==> config.mk <==
export PLATFORM = sky130hd
export DESIGN_NAME = serial_feeder
export DESIGN_NICKNAME = d
export VERILOG_FILES = /design/src/rtl/serial_feeder.sv
export SDC_FILE = /design/constraint.sdc
export NUM_CORES = 1
export LEC_CHECK = 0
export ABC_AREA = 1
export CORE_MARGIN = 5
export CORE_UTILIZATION = 57
export CTS_CLUSTER_SIZE = 24
export DETAILED_ROUTE_END_ITERATION = 8
export GPL_ROUTABILITY_DRIVEN = 0
export PLACE_DENSITY = 0.74
export SYNTH_ARGS = -nofsm -noshare
export SYNTH_HDL_FRONTEND = slang
export SYNTH_SLANG_ARGS = --single-unit
==> constraint.sdc <==
create_clock -name clk -period 2.95 [get_ports clk]
set_clock_uncertainty 0.15 [all_clocks]
set_input_delay 0.295 -clock clk [delete_from_list [all_inputs] [get_ports clk]]
set_output_delay 0.295 -clock clk [all_outputs]
set_load 0.03 [all_outputs]
==> src/rtl/serial_feeder.sv <==
// Buffers parallel words in a small FIFO and shifts them out one bit per clock.
// Latency: a word pushed into an empty, idle block shows its first bit two edges later.
// Backpressure: load_ready drops while the FIFO is full or flush is high; the serial side never stalls.
module serial_feeder #(
    parameter int   DATA_WIDTH = 8,
    parameter int   DEPTH      = 4,
    parameter int   MSB_FIRST  = 1,
    parameter logic IDLE_VALUE = 1'b0
) (
    input  logic                         clk,
    input  logic                         n_rst,
    input  logic [DATA_WIDTH-1:0]        load_data,
    input  logic                         load_valid,
    output logic                         load_ready,
    input  logic                         flush,
    output logic                         serial_out,
    output logic                         serial_active,
    output logic                         word_done,
    output logic [$clog2(DEPTH+1)-1:0]   fifo_count
);

    localparam int PTR_W = $clog2(DEPTH);
    localparam int CNT_W = $clog2(DEPTH+1);
    localparam int BIT_W = $clog2(DATA_WIDTH);

    localparam logic [0:0] ST_IDLE  = 1'b0;
    localparam logic [0:0] ST_SHIFT = 1'b1;

    logic [DATA_WIDTH-1:0] mem [DEPTH];
    logic [PTR_W-1:0]      wr_ptr;
    logic [PTR_W-1:0]      rd_ptr;

    logic [0:0]            state;
    logic [DATA_WIDTH-1:0] shreg;
    logic [BIT_W-1:0]      bit_cnt;

    logic                  push;
    logic                  pop;
    logic                  last_bit;
    logic [DATA_WIDTH-1:0] head;

    function automatic logic first_bit(input logic [DATA_WIDTH-1:0] w);
        return (MSB_FIRST != 0) ? w[DATA_WIDTH-1] : w[0];
    endfunction

    function automatic logic [DATA_WIDTH-1:0] advance(input logic [DATA_WIDTH-1:0] w);
        return (MSB_FIRST != 0) ? (w << 1) : (w >> 1);
    endfunction

    assign load_ready = (fifo_count < CNT_W'(DEPTH)) && !flush;
    assign push       = load_valid && load_ready;
    assign last_bit   = (state == ST_SHIFT) && (bit_cnt == BIT_W'(DATA_WIDTH-1));
    // Pop decision uses the pre-edge count, so a word just pushed waits one edge.
    assign pop        = !flush && (fifo_count != '0) && ((state == ST_IDLE) || last_bit);
    assign head       = mem[rd_ptr];

    always_ff @(posedge clk) begin
        if (push) begin
            mem[wr_ptr] <= load_data;
        end
    end

    always_ff @(posedge clk or negedge n_rst) begin
        if (!n_rst) begin
            wr_ptr     <= '0;
            rd_ptr     <= '0;
            fifo_count <= '0;
        end else if (flush) begin
            wr_ptr     <= '0;
            rd_ptr     <= '0;
            fifo_count <= '0;
        end else begin
            if (push) begin
                wr_ptr <= wr_ptr + 1'b1;
            end
            if (pop) begin
                rd_ptr <= rd_ptr + 1'b1;
            end
            case ({push, pop})
                2'b10:   fifo_count <= fifo_count + 1'b1;
                2'b01:   fifo_count <= fifo_count - 1'b1;
                default: fifo_count <= fifo_count;
            endcase
        end
    end

    // shreg always holds the bits not yet presented, next bit at the shift-out end.
    always_ff @(posedge clk or negedge n_rst) begin
        if (!n_rst) begin
            state         <= ST_IDLE;
            shreg         <= '0;
            bit_cnt       <= '0;
            serial_out    <= IDLE_VALUE;
            serial_active <= 1'b0;
            word_done     <= 1'b0;
        end else if (flush) begin
            state         <= ST_IDLE;
            bit_cnt       <= '0;
            serial_out    <= IDLE_VALUE;
            serial_active <= 1'b0;
            word_done     <= 1'b0;
        end else if (pop) begin
            state         <= ST_SHIFT;
            shreg         <= advance(head);
            bit_cnt       <= '0;
            serial_out    <= first_bit(head);
            serial_active <= 1'b1;
            word_done     <= 1'b0;
        end else if ((state == ST_SHIFT) && !last_bit) begin
            shreg         <= advance(shreg);
            bit_cnt       <= bit_cnt + 1'b1;
            serial_out    <= first_bit(shreg);
            serial_active <= 1'b1;
            word_done     <= (bit_cnt == BIT_W'(DATA_WIDTH-2));
        end else if (last_bit) begin
            state         <= ST_IDLE;
            bit_cnt       <= '0;
            serial_out    <= IDLE_VALUE;
            serial_active <= 1'b0;
            word_done     <= 1'b0;
        end
    end

endmodule

Word level (Yosys, flattened, before mapping)

Memories as Yosys holds them, arrays and structs flattened.
Index checks and enable logic that the tools add are counted.

$add $sub $neg: 5
$lt $le $gt $ge: 1
Equal/unequal tests: 5
Muxes and demuxes: 27
Bitwise operators: 2
Reduce and logical (&&, ||, !) cells: 18

Operators by type and width:

| kind                | count |
|---|---|
| $mux 8              | 2 |
| $mux 1              | 15 |
| $mux 3              | 5 |
| $reduce_bool 3->1   | 3 |
| $mux 2              | 4 |
| $add 3x1->3 const B | 2 |
| $eq 3x3->1 const B  | 2 |
| $logic_and 1x1->1   | 6 |
| $pmux 3 s2          | 1 |
| $reduce_bool 2->1   | 3 |
| $add 2x1->2 const B | 2 |
| $reduce_and 2->1    | 2 |
| $reduce_bool 4->1   | 1 |
| $lt 3x3->1 const B  | 1 |
| $ne 3x3->1 const B  | 1 |
| $sub 3x1->3 const B | 1 |
| $eq 2x1->1 const B  | 1 |
| $eq 2x2->1 const B  | 1 |
| $logic_not 1->1     | 2 |
| $not 1->1           | 2 |
| $logic_or 1x1->1    | 1 |

Register bits after elaboration: 22
RAM bits: 32
Input bits: 12
Output and inout port bits: 7
Memories: 1

Memories:

| memory | words | bits a word | read ports | clocked after Yosys merged registers in | write ports | line | RTL |
|---|---|---|---|---|---|---|---|
| mem    | 4     | 8           | 1          | 0                                       | 1           | 29   | `logic [DATA_WIDTH-1:0] mem [DEPTH];` |

Longest topological paths before layout

Gate-level depths: netlist of the first run.

Word-level depth: 7
Depth in mapped cells: 13
Mapped depth without buffers: 12

Worst setup path before layout of the first run

OpenSTA, ideal clock, no wires.

Path kind: register to register
Start: register fifo_count[2]
End: register fifo_count[2]
Setup time: 117 ps
Arrival: 2045 ps
Required time: 2683 ps
Path slack: 638 ps
Cell stages (with the launch flop): 11
Clock period less this slack: 2312 ps
Cells stage by stage: dfrtp_1 -> nor2_2 -> nand2_4 -> inv_2 -> nor2_4 -> fa_1 -> xnor2_1 -> o21bai_1 -> nand2_1 -> nand2_1 -> nand2_1

Cells in the longest elaborated chain, start to end: 6

RTL lines:

| element                                         | line | RTL |
|---|---|---|
| start: declaration                              | 19   | `output logic [$clog2(DEPTH+1)-1:0] fifo_count` |
| start signal: assignment                        | 80   | `2'b10: fifo_count <= fifo_count + 1'b1;` |
| start signal: assignment                        | 81   | `2'b01: fifo_count <= fifo_count - 1'b1;` |
| start signal: assignment                        | 82   | `default: fifo_count <= fifo_count;` |
| $lt 3x3->1 (*)                                  | 50   | `assign load_ready = (fifo_count < CNT_W'(DEPTH)) && !flush;` |
| $logic_and 1x1->1 (*)                           | 50   |  |
| net load_ready                                  | 14   | `output logic load_ready,` |
| $logic_and 1x1->1 (*)                           | 51   | `assign push = load_valid && load_ready;` |
| $eq 2x1->1 / $eq 2x2->1 (equally long branches) | 79   | `case ({push, pop})` |
| $pmux 3 s2                                      | 79   |  |
| $mux 3                                          | 68   | `end else if (flush) begin` |

The timed path passes the listed nets; every way through them passes the cells marked *.
A chain may end at the register's enable or synchronous reset.

Worst setup path after layout of the first run

Start: register bit_cnt[1]
End: register fifo_count[2]

Cells in the longest elaborated chain, start to end: 7

RTL lines:

| element                                         | line | RTL |
|---|---|---|
| start: declaration                              | 35   | `logic [BIT_W-1:0] bit_cnt;` |
| start signal: assignment                        | 111  | `bit_cnt <= bit_cnt + 1'b1;` |
| $eq 3x3->1 (*)                                  | 52   | `assign last_bit = (state == ST_SHIFT) && (bit_cnt == BIT_W'(DATA_WIDTH-1));` |
| $logic_and 1x1->1 (*)                           | 52   |  |
| $logic_or 1x1->1 (*)                            | 54   | `assign pop = !flush && (fifo_count != '0) && ((state == ST_IDLE) \|\| last_bit);` |
| $logic_and 1x1->1 (*)                           | 54   |  |
| $eq 2x1->1 / $eq 2x2->1 (equally long branches) | 79   |  |
| $pmux 3 s2                                      | 79   |  |
| $mux 3                                          | 68   |  |

Every way passes the cells marked *; elsewhere a longest branch is shown, timed or not.

==> flow_metrics.tcl, run 1 <==
set metrics [dict create \
    status "completed" \
    hold_class "flop to flop" \
    die_y_um 74.53 \
    crit_path_end_kind "flop" \
    worstPathRequired_ns 3.01 \
    fmax_ghz 0.4175 \
    n_fill_cell 336 \
    synth.yosys.seq_area_share_pct 62.63 \
    p_switching_mw 0.8062 \
    clock_latency_ns 0.31 \
    drtPass1Iterations 5 \
    fin_setup_tns_ns 0 \
    peakVddDrop_mv 0.4616 \
    cts.sinks 53 \
    numCtsBuffers 5 \
    final_nets 266 \
    ios 19 \
    remaining_drc_errors 0 \
    placed_cell_area_mm2 0.002605 \
    path_max_fanout 12 \
    power_mw 2.158 \
    multi_input_area_um2 755.7 \
    coreArea_mm2 0.004029 \
    first_iter_violations 72 \
    die_area_mm2 0.005555 \
    clk_pin_slew_ns 0.09 \
    initial_core_util_pct 58.91 \
    clockRootBuffer "clkbuf_8" \
    final.min_clock_period_ns 2.395 \
    avgRoutedWirePerCell_um 14.04 \
    vias_per_cell 5.178 \
    leakage_nw 1.145 \
    synthCells 223 \
    final_area_mm2 0.002695 \
    vias 1538 \
    area_growth_syn_to_layout_pct 13.55 \
    holdBufCountCts 0 \
    core.rowCount 23 \
    rr_startpoint "bit_cnt[1]" \
    synth_area_per_cell_um2 10.64 \
    dp_hpwl_mm 2.895 \
    mostFrequentLayoutCell "nand2_1" \
    p_sw_share_pct 37.36 \
    setup_viol 0 \
    min_from "serial_active" \
    report.final.slew_viol_count 0 \
    worstMarginPinSlew_ns 0.9202 \
    cts_buffer_depth 2 \
    cts_setup_buffers 0 \
    cts_tree "done" \
    grt_overflow 0 \
    die_w_um 74.53 \
    relSlewSlack_pct 38.46 \
    drtAntennaViolNets 0 \
    startpoint "bit_cnt[1]" \
    seqCellArea_mm2 0.001486 \
    n_antenna_cell 0 \
    hold_violations 0 \
    worstSetupPathType "flop to flop" \
    power_frac_comb_pct 33.5 \
    ys_warn_count 0 \
    synth_area_mm2 0.002374 \
    groute.usage.overall_pct 16.78 \
    grt_pass1_vias 1451 \
    cp-start-kind "flop" \
    cap_viol_max_count 0 \
    p_int_mw 1.352 \
    power_density_mw_per_mm2 800.8 \
    port_buffers 18 \
    post-route-period-util_pct 81.19 \
    cts_resized 0 \
    synth.distinct_cells 30 \
    grt_antenna_before_repair 0 \
    htreeDepth 2 \
    grt_first_pass_wirelength_mm 6.665 \
    arrival_ns 2.45 \
    p_seq_share_pct 47.7 \
    ys_seq_elements 53 \
    grt_max_degree 22 \
    rsz0062_at_grt "false" \
    synth_nets 243 \
    mostFrequentLayoutCells "nand2_1 (63), edfxtp_1 (32), dfrtp_1 (21)" \
    p_clk_share_pct 18.8 \
    wl_mm 4.171 \
    drive_gt1_share_pct 10.53 \
]
[Yosys cell counts, drive strengths merged]
master	n	area share, %
inv	23	3.6
nand2	67	12
dfrtp	21	22
ha	7	3.7
clkinv	1	0.16
xnor2	1	0.37
edfxtp	32	40
a22o	1	0.37
nand3	18	4.3
nand4	1	0.53
o21bai	1	0.32
nor2	11	2.5
buf	6	1.7
a21oi	9	2.1
a32o	1	0.42
nor3	1	0.21
o21ai	19	4.0
fa	1	0.84
o22ai	1	0.26
a21boi	1	0.32
[worst max-delay path, stage by stage, from the launching register on]
cell	delay, ns
dfrtp_1	0.41
ha_1	0.19
ha_1	0.18
inv_1	0.05
nand2_1	0.16
nand3_4	0.25
nor2_4	0.05
fa_1	0.37
xnor2_1	0.19
o21bai_1	0.13
nand2_1	0.06
nand2_1	0.06
nand2_1	0.04
[worst paths after layout]
check / to / slack (ns) / cells past startpoint
hold reg to reg: serial_active / 0.33 / 2
min in group asynchronous: bit_cnt[2] / 0.35 / 1
setup reg to reg: fifo_count[2] / 0.55 / 12
setup / recovery: fifo_count[2] / 0.55 / 12
hold / removal: serial_active / 0.33 / 2
max in group asynchronous: shreg[6] / 1.74 / 1
[layout make-up]
type	instances	area share, %
clock buffers	5	2.553
flip-flops and latches	53	55.15
well taps	50	2.321
clock inverters	3	0.7892
inverters	24	3.343
multi-input cells	140	28.04
repair buffers	22	7.799
[per-stage QoR]
step                std cells  hold WS, ns  setup slack (ns)  utilization (%)
finish                    297       0.3322            0.5549            66.89
global route              297       0.3764            0.3538            66.89
CTS                       297       0.3407            0.5487            66.89
detailed placement        289       0.3171            0.3995            64.66
global placement          289       0.3075            0.4670            64.66
floorplan                 223      -0.1506            0.6377                -
[logic make-up after synthesis]
family / after synthesis / synth area share (%)
AOI/OAI and AO/OA: 33 / 7.750
xor gates and xnor gates: 1 / 0.3691
adders and majority gates: 8 / 4.533
buffers and inverters: 30 / 5.534
DFF: 53 / 62.62
and+or+nand+nor: 98 / 19.19
[state kept, by name, summed over array words and instances, names as in the netlist]
register and flops:
bit_cnt 3, rd_ptr 2, mem 32, state 1
shreg 7, serial_active 1, fifo_count 3, word_done 1
wr_ptr 2, serial_out 1
[routing by layer]
layer  track usage, %  vias up  wire length, µm  part of all wire (%)
met1            19.01      710             1756                    42
li1                 -      789                -                     -
met2            29.76       34             2128                    51
met5                0        -                0                     0
met3            4.459        5              219                   5.3
met4            7.115        0               66                   1.6
[power by group through the flow]
stage | sequential (mW) | combinational, mW | clock [mW]
2_1_floorplan | 1.06 | 0.512 | 0
3_3_place_gp | 1.04 | 0.720 | 0
3_5_place_dp | 1.05 | 0.730 | 0
4_1_cts | 1.03 | 0.733 | 0.416
5_1_grt | 1.05 | 0.816 | 0.450
6_report | 1.03 | 0.723 | 0.406
Note: power is estimated with default switching activity, not from simulation.
==> run 2, diff against run 1 <==
- CORE_UTILIZATION: 57 -> 51
- PLACE_DENSITY: 0.74 -> 0.7
- clock period: 2.95 -> 2 ns (I/O delays scaled with it)
==> flow_metrics.tcl, run 2 (synthesized netlist as in run 1, its figures left out) <==
set metrics [dict create \
    htreeDepth 2 \
    post-route-period-util_pct 99.28 \
    hold_ws_ns 0.09451 \
    largest_reg_flops 32 \
    fin_cells 315 \
    vias 1649 \
    mostFrequentLayoutCell "nand2_1" \
    largest-register "mem" \
    cts_buffer_depth 2 \
    hold_class "primary input to asynchronous set/reset pin" \
    numCtsBuffers 5 \
    drtAntennaViolNets 0 \
    clockRootBuffer "clkbuf_8" \
    n_antenna_cell 0 \
    die_y_um 78.22 \
    layout_top_registers "mem x32, shreg x7" \
    worstPathRequired_ns 2.05 \
    cts.sinks 53 \
    peakVddDrop_mv 0.5406 \
    relSlewSlack_pct 78.43 \
    setup_slack_ns 0.01433 \
    holdBufCountCts 0 \
    drtPass1Iterations 5 \
    ios 19 \
    fmax_ghz 0.5036 \
    post-place-cells 307 \
    coreArea_mm2 0.004444 \
    grt_pass1_vias 1619 \
    wl_mm 4.428 \
    placed_cell_area_mm2 0.002750 \
    arrival_ns 2.04 \
    port_buffers 18 \
    worstMarginPinSlew_ns 0.3216 \
    remaining_drc_errors 0 \
    setup_viol 0 \
    r2r_end "fifo_count[2]" \
    die_area_mm2 0.006118 \
    crit_path_end_kind "flop" \
    hold_violations 0 \
    groute.usage.overall_pct 16.03 \
    cap_viol_max_count 0 \
    rr_startpoint "bit_cnt[0]" \
    mostFrequentLayoutCells "nand2_1 (62), edfxtp_1 (32), buf_4 (21)" \
    avgRoutedWirePerCell_um 14.06 \
    power_density_mw_per_mm2 1168 \
    rsz0062_at_grt "true" \
    rrSetupSlack_ns 0.01 \
    cp-start-kind "flop" \
    worstSetupPathType "flop to flop" \
    path_max_fanout 2 \
    dp_hpwl_mm 3.148 \
    final_nets 282 \
    final_area_mm2 0.002853 \
    grt_overflow 0 \
    die_w_um 78.22 \
    initial_core_util_pct 53.41 \
    fin_setup_tns_ns 0 \
    clk_pin_slew_ns 0.09 \
    dp_slack_ns -0.09653 \
    clock_latency_ns 0.30 \
    leakage_nw 1.219 \
    first_iter_violations 59 \
    drive_gt1_share_pct 18.63 \
    grt_first_pass_wirelength_mm 7.493 \
    area_growth_syn_to_layout_pct 20.19 \
    grt_max_degree 22 \
    final.min_clock_period_ns 1.986 \
    r2r_cells 12 \
    grt_antenna_before_repair 0 \
    report.final.slew_viol_count 0 \
    vias_per_cell 5.235 \
    cts_setup_buffers 0 \
    status "completed" \
    cts_tree "done" \
    core.rowCount 24 \
]
-- run 2: per-stage QoR --
step	power, mW	util (%)
2_1_floorplan	2.359	-
3_3_place_gp	2.759	61.88
3_5_place_dp	2.788	61.88
4_1_cts	3.363	63.91
5_1_grt	3.582	64.19
6_report	3.331	64.19
-- run 2: worst max-delay path, cell delays in order, from the launching register on --
cell,delay [ns]
dfrtp_1,0.41
ha_2,0.21
ha_4,0.16
inv_4,0.05
nand2_4,0.04
nand3_4,0.07
nor2_4,0.04
fa_2,0.34
xnor2_2,0.14
o21bai_1,0.13
nand2_1,0.06
nand2_1,0.05
nand2_1,0.04
-- run 2: cell type report --
cell class | count | area [µm²]
Fill cell | 374 | 1592
Sequential cell | 53 | 1489
Multi-Input combinational cell | 140 | 793.3
Timing Repair Buffer | 38 | 327.8
Inverter | 24 | 92.59
Clock buffer | 7 | 76.32
Tap cell | 52 | 65.06
Clock inverter | 1 | 8.758
-- run 2: power breakdown --
part           internal, mW  switching (mW)
Combinational         0.497           0.775
Clock                 0.251           0.326
Sequential             1.37           0.115
-- run 2: worst max-delay path by stage --
| stage | startpoint | endpoint | slack (ns) | cells past startpoint |
|---|---|---|---|---|
| after global placement | flush | fifo_count[2] | -0.06 | 11 |
| after CTS | bit_cnt[0] | fifo_count[2] | 0.005 | 12 |
| after detailed placement | flush | fifo_count[2] | -0.1 | 11 |
| final | bit_cnt[0] | fifo_count[2] | 0.01 | 12 |
| after floorplan | bit_cnt[1] | fifo_count[2] | -0.12 | 13 |
| after global routing | bit_cnt[0] | fifo_count[2] | -0.12 | 12 |
-- run 2: what timing repair did --
action	4_1_cts	5_1_grt
hold endpoints to repair	0	0
pin swaps	0	1
endpoints found under the setup margin	1	1
resized for setup	2	2
-- run 2: layer usage --
metal	track usage, %	wire, µm
met1	19.19	1936
met2	28.51	2271
met3	4.119	166
met4	4.720	53
met5	0	0
